==> src/rtl/encode_cxa_pkg.sv <==
// Shared definitions for the tank level encoder and its decoder:
// level code constants, FSM state encoding and the thermometer classifier.
package encode_cxa_pkg;

  localparam logic [2:0] NV_VAZIO = 3'b000;
  localparam logic [2:0] NV_1     = 3'b001;
  localparam logic [2:0] NV_2     = 3'b010;
  localparam logic [2:0] NV_3     = 3'b011;
  localparam logic [2:0] NV_CHEIO = 3'b100;
  localparam logic [2:0] NV_FALHA = 3'b111;

  typedef enum logic [1:0] {
    ST_SETTLE = 2'd0,
    ST_TRACK  = 2'd1,
    ST_FAULT  = 2'd2
  } state_e;

  typedef struct packed {
    logic       ok;
    logic [2:0] code;
  } level_t;

  // Map a wet/dry switch pattern to a level; anything that is not a
  // thermometer code (a wet switch above a dry one) is physically impossible.
  function automatic level_t classify(input logic [3:0] pat);
    level_t r;
    case (pat)
      4'b0000: r = '{ok: 1'b1, code: NV_VAZIO};
      4'b0001: r = '{ok: 1'b1, code: NV_1};
      4'b0011: r = '{ok: 1'b1, code: NV_2};
      4'b0111: r = '{ok: 1'b1, code: NV_3};
      4'b1111: r = '{ok: 1'b1, code: NV_CHEIO};
      default: r = '{ok: 1'b0, code: NV_FALHA};
    endcase
    return r;
  endfunction

endpackage

==> src/rtl/encode_cxa_debounce_vec.sv <==
// Width-N two-flop synchroniser plus debounce counter. Emits the current
// candidate pattern and a one-cycle accept strobe once the pattern has been
// stable for DEBOUNCE_CYCLES cycles. Each stable pattern is accepted once.
module debounce_vec #(
  parameter int W               = 4,
  parameter int DEBOUNCE_CYCLES = 1000,
  parameter int CNT_W           = 16
) (
  input  logic         clk_i,
  input  logic         rst_i,
  input  logic [W-1:0] d_i,
  output logic [W-1:0] cand_o,
  output logic         accept_o
);

  localparam logic [CNT_W-1:0] CNT_MAX = CNT_W'(DEBOUNCE_CYCLES - 1);

  logic [W-1:0]     sync1_q, sync2_q;
  logic [1:0]       vld_q;        // synchroniser fill tracking after reset
  logic [W-1:0]     cand_q, cand_d;
  logic             cand_vld_q, cand_vld_d;
  logic [CNT_W-1:0] cnt_q, cnt_d;
  logic             acc_q, acc_d;
  logic             accept_s;

  // Accept once: pattern stable, count reached, not yet accepted.
  assign accept_s = vld_q[1] && cand_vld_q && (sync2_q == cand_q) &&
                    (cnt_q == CNT_MAX) && !acc_q;

  // Debounce next-state: reload on any difference, else count and saturate.
  always_comb begin
    cand_d     = cand_q;
    cand_vld_d = cand_vld_q;
    cnt_d      = cnt_q;
    acc_d      = acc_q;
    if (!vld_q[1]) begin
      // Synchroniser output is not yet meaningful after reset.
      cnt_d = '0;
    end else if (!cand_vld_q || (sync2_q != cand_q)) begin
      cand_d     = sync2_q;
      cand_vld_d = 1'b1;
      cnt_d      = '0;
      acc_d      = 1'b0;
    end else begin
      if (cnt_q != CNT_MAX) begin
        cnt_d = cnt_q + CNT_W'(1);
      end else begin
        cnt_d = cnt_q;
      end
      if (accept_s) begin
        acc_d = 1'b1;
      end else begin
        acc_d = acc_q;
      end
    end
  end

  // Synchroniser, fill tracking and debounce state registers.
  always_ff @(posedge clk_i) begin
    if (rst_i) begin
      sync1_q    <= '0;
      sync2_q    <= '0;
      vld_q      <= 2'b00;
      cand_q     <= '0;
      cand_vld_q <= 1'b0;
      cnt_q      <= '0;
      acc_q      <= 1'b0;
    end else begin
      sync1_q    <= d_i;
      sync2_q    <= sync1_q;
      vld_q      <= {vld_q[0], 1'b1};
      cand_q     <= cand_d;
      cand_vld_q <= cand_vld_d;
      cnt_q      <= cnt_d;
      acc_q      <= acc_d;
    end
  end

  assign cand_o   = cand_q;
  assign accept_o = accept_s;

endmodule

==> src/rtl/encode_cxa.sv <==
// Tank level encoder: debounces four float switches, classifies the
// thermometer pattern and drives a registered level code with valid,
// change and fault flags.
module encode_cxa
  import encode_cxa_pkg::*;
#(
  parameter int DEBOUNCE_CYCLES = 1000,
  parameter int CNT_W           = 16
) (
  input  logic       clk,
  input  logic       rst,
  input  logic [3:0] Sens,
  output logic       Nv2,
  output logic       Nv1,
  output logic       Nv0,
  output logic       NvValid,
  output logic       NvChg,
  output logic       Fault
);

  logic [3:0] cand_s;
  logic       accept_s;
  level_t     lvl_s;

  state_e     state_q, state_d;
  logic [2:0] nv_q, nv_d;
  logic       valid_q, valid_d;
  logic       chg_q, chg_d;
  logic       fault_q, fault_d;

  debounce_vec #(
    .W               (4),
    .DEBOUNCE_CYCLES (DEBOUNCE_CYCLES),
    .CNT_W           (CNT_W)
  ) u_deb (
    .clk_i    (clk),
    .rst_i    (rst),
    .d_i      (Sens),
    .cand_o   (cand_s),
    .accept_o (accept_s)
  );

  assign lvl_s = classify(cand_s);

  // Next-state and output logic; only an accept strobe can move anything.
  always_comb begin
    state_d = state_q;
    nv_d    = nv_q;
    valid_d = valid_q;
    fault_d = fault_q;
    chg_d   = 1'b0;
    if (accept_s) begin
      if (lvl_s.ok) begin
        state_d = ST_TRACK;
        nv_d    = lvl_s.code;
        valid_d = 1'b1;
        fault_d = 1'b0;
        case (state_q)
          ST_SETTLE: chg_d = 1'b1;   // first level after reset always announced
          ST_TRACK:  chg_d = (lvl_s.code != nv_q);
          ST_FAULT:  chg_d = 1'b1;   // leaving 111 is always a change
          default:   chg_d = 1'b1;
        endcase
      end else begin
        state_d = ST_FAULT;
        nv_d    = NV_FALHA;
        valid_d = 1'b0;
        fault_d = 1'b1;
        chg_d   = (nv_q != NV_FALHA);
      end
    end else begin
      chg_d = 1'b0;
    end
  end

  // State and output registers.
  always_ff @(posedge clk) begin
    if (rst) begin
      state_q <= ST_SETTLE;
      nv_q    <= NV_VAZIO;
      valid_q <= 1'b0;
      chg_q   <= 1'b0;
      fault_q <= 1'b0;
    end else begin
      state_q <= state_d;
      nv_q    <= nv_d;
      valid_q <= valid_d;
      chg_q   <= chg_d;
      fault_q <= fault_d;
    end
  end

  assign {Nv2, Nv1, Nv0} = nv_q;
  assign NvValid         = valid_q;
  assign NvChg           = chg_q;
  assign Fault           = fault_q;

endmodule

==> config.mk <==
export PLATFORM = sky130hd
export DESIGN_NAME = encode_cxa
export DESIGN_NICKNAME = d
export VERILOG_FILES = /design/src/rtl/encode_cxa_pkg.sv /design/src/rtl/encode_cxa_debounce_vec.sv /design/src/rtl/encode_cxa.sv
export SDC_FILE = /design/constraint.sdc
export NUM_CORES = 1
export LEC_CHECK = 0
export ABC_AREA = 1
export BUFFER_PORTS_ARGS = -buffer_cell sky130_fd_sc_hd__buf_2
export CORE_ASPECT_RATIO = 2
export CORE_MARGIN = 2
export CORE_UTILIZATION = 55
export CTS_CLUSTER_SIZE = 28
export DETAILED_ROUTE_END_ITERATION = 16
export PLACE_DENSITY_LB_ADDON = 0.25
export SLEW_MARGIN = 20
export SYNTH_ARGS = -nofsm -noshare
export SYNTH_HDL_FRONTEND = slang
export SYNTH_SLANG_ARGS = --single-unit
==> constraint.sdc <==
create_clock -name clk -period 1.9 [get_ports clk]
set_clock_uncertainty 0.05 [all_clocks]
set_input_delay 0.095 -clock clk [delete_from_list [all_inputs] [get_ports clk]]
set_output_delay 0.095 -clock clk [all_outputs]
set_load 0.05 [all_outputs]
==> results of run 1 <==
layout make-up:
| type | instances | area (um2) | area share |
|---|---|---|---|
| multi-input combinational | 175 | 878.3 | 0.4211 |
| sequential | 38 | 760.7 | 0.3647 |
| inverter | 41 | 155.1 | 0.07439 |
| timing repair buffer | 17 | 110.1 | 0.05279 |
| clock buffer | 6 | 82.58 | 0.03959 |
| clock inverter | 2 | 60.06 | 0.02879 |
| tap | 31 | 38.79 | 0.01860 |
flip-flops by register name (all words and copies together) (netlist names), 2 cells and up:
register       flops
u_deb.sync2_q      4
u_deb.cand_o       4
u_deb.vld_q        2
nv_q               3
u_deb.sync1_q      4
state_q            2
u_deb.cnt_q       16
metal layers:
metal,share of wire,up-vias,global-route usage,wire [um]
li1,-,830,-,-
met1,0.32,713,0.1714,1155
met2,0.63,16,0.4387,2268
met3,0.017,12,0.04043,61
met4,0.036,0,0.1570,132
met5,0,-,0,0
worst max-delay path, stage by stage (launching register included):
cell	delay [ns]
dfxtp_1	0.43
inv_2	0.06
nand2_1	0.06
nand2_1	0.06
nor2_2	0.13
nand2_2	0.13
nor2_8	0.14
nand2_2	0.22
nor2_1	0.15
o21a_1	0.13
stage by stage:
| stage | util | instances |
|---|---|---|
| 5_1_grt | 0.6607 | 310 |
| 3_3_place_gp | 0.6029 | 298 |
| 6_report | 0.6607 | 310 |
| 2_1_floorplan | - | 256 |
| 4_1_cts | 0.6607 | 310 |
| 3_5_place_dp | 0.6029 | 298 |
worst max path at each step:
stage                               start             end  slack [ns]  depth (start not counted)
after floorplan            u_deb.cnt_q[0]  u_deb.cnt_q[8]        0.51                          6
after global placement    u_deb.cand_o[3]  u_deb.cnt_q[9]        0.31                          9
after detailed placement  u_deb.cand_o[1]  u_deb.cnt_q[9]        0.28                          9
after CTS                 u_deb.cand_o[1]  u_deb.cnt_q[9]        0.27                          9
after global routing      u_deb.cand_o[1]  u_deb.cnt_q[9]        0.14                          9
final                     u_deb.cand_o[1]  u_deb.cnt_q[9]        0.29                          9
synth_stat cells:
| cell type | n |
|---|---|
| buf_6 | 1 |
| ha_1 | 1 |
| o21ai_0 | 7 |
| nor2_2 | 7 |
| nand2_2 | 3 |
| dfxtp_1 | 38 |
| or2_2 | 1 |
| xor2_1 | 5 |
| nor3_4 | 1 |
| clkinv_1 | 1 |
| nand3b_1 | 1 |
| xnor2_1 | 2 |
| clkinv_2 | 1 |
| inv_1 | 32 |
| a21oi_1 | 6 |
| o21a_1 | 1 |
| nand4_1 | 4 |
| nor3_1 | 5 |
| nor2_1 | 47 |
| nand3_1 | 16 |
| nand2_4 | 1 |
| inv_2 | 7 |
| nor2_8 | 2 |
| clkbuf_1 | 1 |
| nand2_1 | 58 |
| a21oi_2 | 6 |
| nor2_4 | 1 |
repair_timing:
item,CTS,global route
hold buffers,4,0
endpoints found under the hold margin,4,0
buffers inserted,0,0
kinds of logic after synthesis:
logic type | count (synthesis)
and+or+nand+nor | 147
adders and majority gates | 1
buffers and inverters | 43
DFF | 38
AOI/OAI and AO/OA | 20
xor gates and xnor gates | 7
power groups by stage:
stage / sequential, mW / combinational, mW / clock, mW
6_report: 0.828 / 0.118 / 0.839
5_1_grt: 0.830 / 0.136 / 0.877
4_1_cts: 0.828 / 0.119 / 0.859
3_5_place_dp: 0.847 / 0.112 / 0
3_3_place_gp: 0.846 / 0.111 / 0
2_1_floorplan: 0.843 / 0.0858 / 0
==> results.ini, run 1 <==
[run_status]
status = finished, final reports clean

[timing]
max-slew-margin-rel = 0.6097
hold_violations = 0
clock.fmax_mhz = 621.1
fin_ws_ns = 0.2900
finalCriticalPeriod_ns = 1.610
fin_crit_sh = 0.8474
hold_ws_ns = 0.1078
drv_slew = 0
tns_ns = 0
worst_pin_slew_ns = 0.5794
rsz0062_at_grt = false
setup_viol_count_final = 0

[worst_setup_path]
start_kind = register
required_ns = 2.09
r2r-end = u_deb.cnt_q[9]
r2r_cells = 9
crit_type = reg2reg
regToRegSetupSlack_ns = 0.29
crit_fanout = 12
worst_ep_arrival_time_ns = 1.80
crit_path_end_kind = register
timing.rr.start = u_deb.cand_o[1]

[power_and_ir_drop]
seq_power_share = 0.464
power_switching_mw = 0.3691
power.share.clock = 0.470
power.density_mw_per_mm2 = 855.9
power_frac_comb = 0.066
power_leakage_nw = 0.8845
ir_worst_vdd_v = 0.0007060
p_total_mw = 1.785
internal_power_mw = 1.416
switching_share = 0.2068

[yosys]
synth-simple-area-share = 0.3755
synth_cell_type_count = 27
yosysTopAreaCell = dfxtp_1
synth_xor_area_frac = 0.03389
synth_area_mm2 = 0.001809
synth_top_area_frac = 0.4205
syn_avg_cell_area_um2 = 7.067
synthTopCellsByArea = dfxtp_1 (42%), nand2_1 (12%), nor2_1 (9.8%), inv_1 (6.6%), nand3_1 (4.4%)
synth-seq-cells = 38
synthCells = 256
syn-num-nets = 263
synthAdderAreaFrac = 0.006916
synth_top_family_by_area = simple AND/OR/NAND/NOR gates
muxShareOfSynthArea = 0
yosysWarningCount = 0
synth_compound_area_frac = 0.06916
ys_seq_area_frac = 0.4205

[clocking]
ctsLongestPathBuffers = 2
cts_buffers = 5
clkLatencyLatePin_ns = 0.30
cts.clk_slew.worst_paths_ns = 0.08
cts_tree = built
cts_root_buf = clkbuf_8
ctsResizeCount = 0
cts_sinks = 38
cts_max_level = 2

[detailed_routing]
drt_iter0_drc = 20
postRouteAntennaNets = 0
detail_route.wl_per_cell_um = 11.67
finalWirelength_mm = 3.617
drc = 0
vias = 1571
vias_per_cell = 5.068
dr.pass1.iters = 4

[finish]
diodes = 0
area_growth_pct = 15.28
final_cell_mix = nand2_1 (58), nor2_1 (47), dfxtp_1 (38)
final_common_cell = nand2_1
final_cell_area_mm2 = 0.002086
n_fill_cell = 281
nets = 285
drive_above_1_share = 0.1828

[grt]
grt_pass1_vias = 1515
grt_pass1_wl_mm = 6.051
grt_max_degree = 15
grt-ovfl-total = 0
antenna_found_initial = 0
grt_usage = 0.2235

[hold_path]
hold_end = u_deb.sync1_q[3]
min_path_cells = 2
hp-class = in2reg
min_from = rst

[floorplanning]
dieArea_mm2 = 0.003792
fp.dieW_um = 44.56
core_area_mm2 = 0.003157
die_y_um = 85.11
start_util = 0.5731
pin_count = 12
rows = 29

[job]
drv_cap = 0

[place]
pre_cts_ws_ns = 0.2760
portBuffers = 11
dpl.hpwl_mm = 2.856
placed_cell_area_mm2 = 0.001903
gp_congestion = 0.8771

Power figures use the tool's default switching activity.
==> inputs of run 2 (changes only) <==
- clock period: 1.9 -> 1.6 ns (I/O delays scaled with it)
==> results.ini, run 2 (synthesis gave the netlist of run 1 again) <==
[floorplanning]
die_y_um = 85.11  ; unchanged
dieArea_mm2 = 0.003792  ; unchanged
start_util = 0.5731  ; unchanged
rows = 29  ; unchanged
pin_count = 12  ; unchanged
fp.dieW_um = 44.56  ; unchanged
core_area_mm2 = 0.003157  ; unchanged

[finish]
nets = 292  ; +2.5%
drive_above_1_share = 0.2238  ; +0.04098
diodes = 0  ; unchanged
area_growth_pct = 18.67
largest_reg_flops = 16  ; unchanged
largest-register = u_deb.cnt_q
fin_util = 0.6801  ; +0.01942
final_common_cell = nand2_1
final_cell_mix = nand2_1 (58), nor2_1 (47), dfxtp_1 (34)

[run_status]
status = finished, final reports clean

[timing]
setup_viol_count_final = 0  ; unchanged
hold_violations = 0  ; unchanged
drv_slew = 0  ; unchanged
tns_ns = 0  ; unchanged
finalCriticalPeriod_ns = 1.472  ; -0.1382 ns
clock.fmax_mhz = 679.5  ; +9.4%
worst_pin_slew_ns = 0.4121  ; -0.1673 ns
hold_ws_ns = 0.08964  ; -0.01816 ns
rsz0062_at_grt = false
fin_crit_sh = 0.9198  ; +0.07249
max-slew-margin-rel = 0.7234  ; +0.1137

[hold_path]
hp-class = in2reg
min_from = rst
hold_end = u_deb.vld_q[1]
min_path_cells = 2  ; unchanged

[detailed_routing]
drc = 0  ; unchanged
finalWirelength_mm = 3.742  ; +3.5%
drt_iter0_drc = 28  ; +40%
detail_route.wl_per_cell_um = 11.80  ; +1.2%
vias = 1605  ; +2.2%
vias_per_cell = 5.063  ; about the same
dr.pass1.iters = 4  ; unchanged
postRouteAntennaNets = 0  ; unchanged

[grt]
grt_max_degree = 15  ; unchanged
grt_usage = 0.2408  ; +0.01733
grt_pass1_vias = 1647  ; +8.7%
antenna_found_initial = 0  ; unchanged
grt_pass1_wl_mm = 6.679  ; +10%
grt-ovfl-total = 0  ; unchanged

[worst_setup_path]
timing.rr.start = u_deb.cand_o[2]
worst_ep_arrival_time_ns = 1.64  ; -0.16 ns
crit_path_end_kind = register
slowest_delay_ns = 0.40  ; -0.03 ns
crit_buf_inv = 3  ; +2
regToRegSetupSlack_ns = 0.13  ; -0.16 ns
start_kind = register
required_ns = 1.77  ; -0.32 ns
crit_type = reg2reg
path_cells = inv_2, nand2_1, nand2_1, nor2_2, nand2_2, nor2_8, buf_4, nand2_2, clkinv_2, nor2_1, nor2_1
r2r_cells = 11  ; +2
crit_path_top_delay_cell = dfxtp_1
r2r-end = nv_q[0]
crit_family = simple AND/OR/NAND/NOR gates
crit_fanout = 5  ; -7

[power_and_ir_drop]
p_total_mw = 2.121  ; +19%
internal_power_mw = 1.685  ; +19%
power_leakage_nw = 0.9199  ; +4.0%
power.density_mw_per_mm2 = 988.1  ; +15%
power.share.clock = 0.467  ; -0.003
power_switching_mw = 0.4360  ; +18%
power_frac_comb = 0.068  ; +0.002
ir_worst_vdd_v = 0.001214  ; +72%
seq_power_share = 0.464  ; about the same
switching_share = 0.2055  ; -0.001244

[clocking]
post-cts-setup-buffers = 0  ; unchanged
ctsLongestPathBuffers = 2  ; unchanged
cts.clk_slew.worst_paths_ns = 0.08  ; about the same
cts_max_level = 2  ; unchanged
cts_buffers = 5  ; unchanged
cts_tree = built
cts_root_buf = clkbuf_8
clkLatencyLatePin_ns = 0.29  ; about the same
cts_sinks = 38  ; unchanged

[job]
drv_cap = 0  ; unchanged

[place]
portBuffers = 11  ; unchanged
gp_congestion = 0.8537  ; -2.7%
dpl.hpwl_mm = 2.968  ; +3.9%

-- run 2: worst register-to-register path: stages (launching register included) --
cell      delay [ns]
dfxtp_1         0.40
inv_2           0.05
nand2_1         0.06
nand2_1         0.06
nor2_2          0.13
nand2_2         0.12
nor2_8          0.11
buf_4           0.15
nand2_2         0.07
clkinv_2        0.07
nor2_1          0.04
nor2_1          0.09
-- run 2: cell type report --
| class | count | area (um2) |
|---|---|---|
| clock buffers | 6 | 82.58 |
| clock inverters | 2 | 60.06 |
| fillers | 282 | 1010 |
| inverters | 41 | 155.1 |
| multi-input cells | 175 | 882.1 |
| flip-flops and latches | 38 | 765.7 |
| well taps | 31 | 38.79 |
| repair buffers | 24 | 162.7 |
-- run 2: what timing repair did --
item                                   CTS  global route
hold buffers                             4             0
endpoints found under the hold margin    4             0
gates resized for setup                  0             7
setup endpoints to repair                0            11
-- run 2: through the flow --
step	cells	area [um2]	setup slack (ns)
after CTS	317	2138	0.06690
after global placement	305	1956	0.1300
after floorplan	256	1809	0.2055
after detailed placement	305	1956	0.1133
after global routing	317	2147	0.005774
final	317	2147	0.1283
-- run 2: layer usage --
layer / wire length (um) / GRT usage
met3: 71 / 0.05319
met2: 2256 / 0.4717
met1: 1261 / 0.1995
met5: 0 / 0
met4: 152 / 0.1295
-- run 2: how the worst max path moves through the flow --
| stage | startpoint | endpoint | slack (ns) | cells past startpoint |
|---|---|---|---|---|
| after CTS | u_deb.cnt_q[2] | u_deb.cnt_q[15] | 0.07 | 9 |
| after floorplan | u_deb.cnt_q[0] | u_deb.cnt_q[8] | 0.21 | 6 |
| after global routing | u_deb.cand_o[2] | nv_q[1] | 0.006 | 11 |
| final | u_deb.cand_o[2] | nv_q[0] | 0.13 | 11 |
| after global placement | u_deb.cand_o[3] | NvChg | 0.13 | 7 |
| after detailed placement | u_deb.cand_o[3] | u_deb.acc_q | 0.11 | 9 |
-- run 2: power by group through the flow --
stage / combinational [mW] / sequential (mW) / clock [mW]
6_report: 0.145 / 0.985 / 0.992
5_1_grt: 0.166 / 0.988 / 1.05
4_1_cts: 0.142 / 0.983 / 1.01
3_5_place_dp: 0.134 / 1.01 / 0
3_3_place_gp: 0.132 / 1.00 / 0
2_1_floorplan: 0.102 / 1.00 / 0
==> inputs of run 3 (changes only) <==
- CORE_UTILIZATION: 55 -> 59
- SETUP_SLACK_MARGIN: not set -> 0.3
==> results.ini, run 3 (synthesis gave the netlist of run 1 again) <==
[finish]
final_cell_mix = nand2_1 (53), nor2_1 (41), inv_1 (29)
multiInputGateArea_um2 = 996.0  ; +13%
final_cell_area_mm2 = 0.002372  ; +10%
n_fill_cell = 199  ; -29%
diodes = 0  ; unchanged
fin_util = 0.8061  ; +0.1260
nets = 305  ; +4.5%
layout.cells.non_filler = 329  ; +3.8%
area_growth_pct = 31.12
largest_reg_flops = 16  ; unchanged
seq_area_um2 = 793.3  ; +3.6%
final_common_cell = nand2_1
drive_above_1_share = 0.3579  ; +0.1341
largest-register = u_deb.cnt_q

[place]
pre_cts_ws_ns = 0.03057  ; -0.08270 ns
portBuffers = 11  ; unchanged
gp_congestion = 0.9045  ; +6.0%
dpl.hpwl_mm = 2.812  ; -5.3%
dp.cells = 299  ; -2.0%
placed_cell_area_mm2 = 0.001947  ; -0.45%

[detailed_routing]
detail_route.wl_per_cell_um = 12.99  ; +10%
vias_per_cell = 5.246  ; +3.6%
vias = 1726  ; +7.5%
postRouteAntennaNets = 0  ; unchanged
dr.pass1.iters = 4  ; unchanged
finalWirelength_mm = 4.274  ; +14%
drt_iter0_drc = 42  ; +50%
drc = 0  ; unchanged

[timing]
worst_pin_slew_ns = 0.3068  ; -0.1054 ns
fin_ws_ns = 0.1552  ; +0.02696 ns
tns_ns = 0  ; unchanged
finalCriticalPeriod_ns = 1.445  ; -0.02696 ns
fin_crit_sh = 0.9030  ; -0.01685
hold_violations = 0  ; unchanged
clock.fmax_mhz = 692.1  ; +1.9%
hold_ws_ns = 0.1031  ; +0.01346 ns
max-slew-margin-rel = 0.7955  ; +0.07208
setup_viol_count_final = 0  ; unchanged
drv_slew = 0  ; unchanged
rsz0062_at_grt = true

[grt]
grt_pass1_wl_mm = 6.582  ; -1.5%
antenna_found_initial = 0  ; unchanged
grt_max_degree = 15  ; unchanged
grt_usage = 0.2451  ; +0.004267
grt-ovfl-total = 0  ; unchanged
grt_pass1_vias = 1693  ; +2.8%

[floorplanning]
core_area_mm2 = 0.002943  ; -6.8%
rows = 28  ; -3.4%
fp.dieW_um = 43.16  ; -3.1%
die_y_um = 82.31  ; -3.3%
dieArea_mm2 = 0.003552  ; -6.3%
pin_count = 12  ; unchanged
start_util = 0.6148  ; +0.04167

[clocking]
cts.clk_slew.worst_paths_ns = 0.07  ; about the same
cts_root_buf = clkbuf_8
ctsLongestPathBuffers = 2  ; unchanged
cts_tree = built
cts_sinks = 38  ; unchanged
cts_max_level = 2  ; unchanged
cts_buffers = 5  ; unchanged
clkLatencyLatePin_ns = 0.29  ; about the same

[power_and_ir_drop]
internal_power_mw = 1.377  ; -18%
switching_share = 0.2444  ; +0.03889
power_switching_mw = 0.4456  ; +2.2%
power.share.clock = 0.368  ; -0.099
seq_power_share = 0.539  ; +0.075
power_frac_comb = 0.093  ; +0.025
power.density_mw_per_mm2 = 768.4  ; -22%
ir_worst_vdd_v = 0.0007503  ; -38%
power_leakage_nw = 1.006  ; +9.3%
p_total_mw = 1.823  ; -14%

[job]
drv_cap = 0  ; unchanged

[worst_setup_path]
crit_type = reg2reg
crit_fanout = 8  ; +3
start_kind = register
crit_path_end_kind = register
required_ns = 1.77  ; about the same
worst_ep_arrival_time_ns = 1.62  ; -0.02 ns

[run_status]
status = finished, final reports clean

[hold_path]
hp-class = in2reg

==> run 3: worst paths after layout <==
| check | start | to | slack [ns] | depth (start not counted) |
|---|---|---|---|---|
| setup / recovery | u_deb.cand_o[0] | u_deb.cnt_q[8] | 0.16 | 9 |
| hold / removal | rst | u_deb.sync2_q[1] | 0.10 | 2 |
| setup reg to reg | u_deb.cand_o[0] | u_deb.cnt_q[8] | 0.16 | 9 |
| hold reg to reg | u_deb.sync1_q[2] | u_deb.sync2_q[2] | 0.35 | 2 |
==> run 3: final cells by class <==
type,count,area share
sequential,38,0.3344
timing repair buffer,37,0.1245
multi-input combinational,175,0.4198
clock buffer,7,0.03639
inverter,41,0.06698
clock inverter,1,0.002110
tap,30,0.01582
==> run 3: critical path, cell delays in order (launching register included) <==
cell and delay (ns):
dfxtp_4 0.37, inv_2 0.04, nand2_1 0.05, nand2_1 0.06, nor2_2 0.15, nand2_2 0.13, nor2_8 0.19, nand2_8 0.11
buf_12 0.15, a21oi_2 0.09
==> run 3: routing by layer <==
| metal | GRT usage | wire length (um) | up-vias |
|---|---|---|---|
| met1 | 0.2077 | 1472 | 799 |
| met2 | 0.4776 | 2478 | 32 |
| met4 | 0.1818 | 249 | 0 |
| li1 | - | - | 868 |
| met5 | 0 | 0 | - |
| met3 | 0.04348 | 74 | 27 |
==> run 3: power by group through the flow <==
stage	sequential [mW]	clock [mW]	combinational, mW
after floorplan	1.00	0	0.102
after global placement	1.00	0	0.129
after detailed placement	1.01	0	0.132
after CTS	0.986	0.679	0.145
after global routing	0.985	0.713	0.190
final	0.983	0.670	0.170
==> run 3: repair_timing <==
item                       in CTS  in global routing
setup buffers                   4                 14
hold buffers                    4                  0
hold endpoints to repair        4                  0
pin swaps                      11                 19
gates cloned                    0                  0
gates resized for setup        20                 32
setup endpoints to repair      27                 27
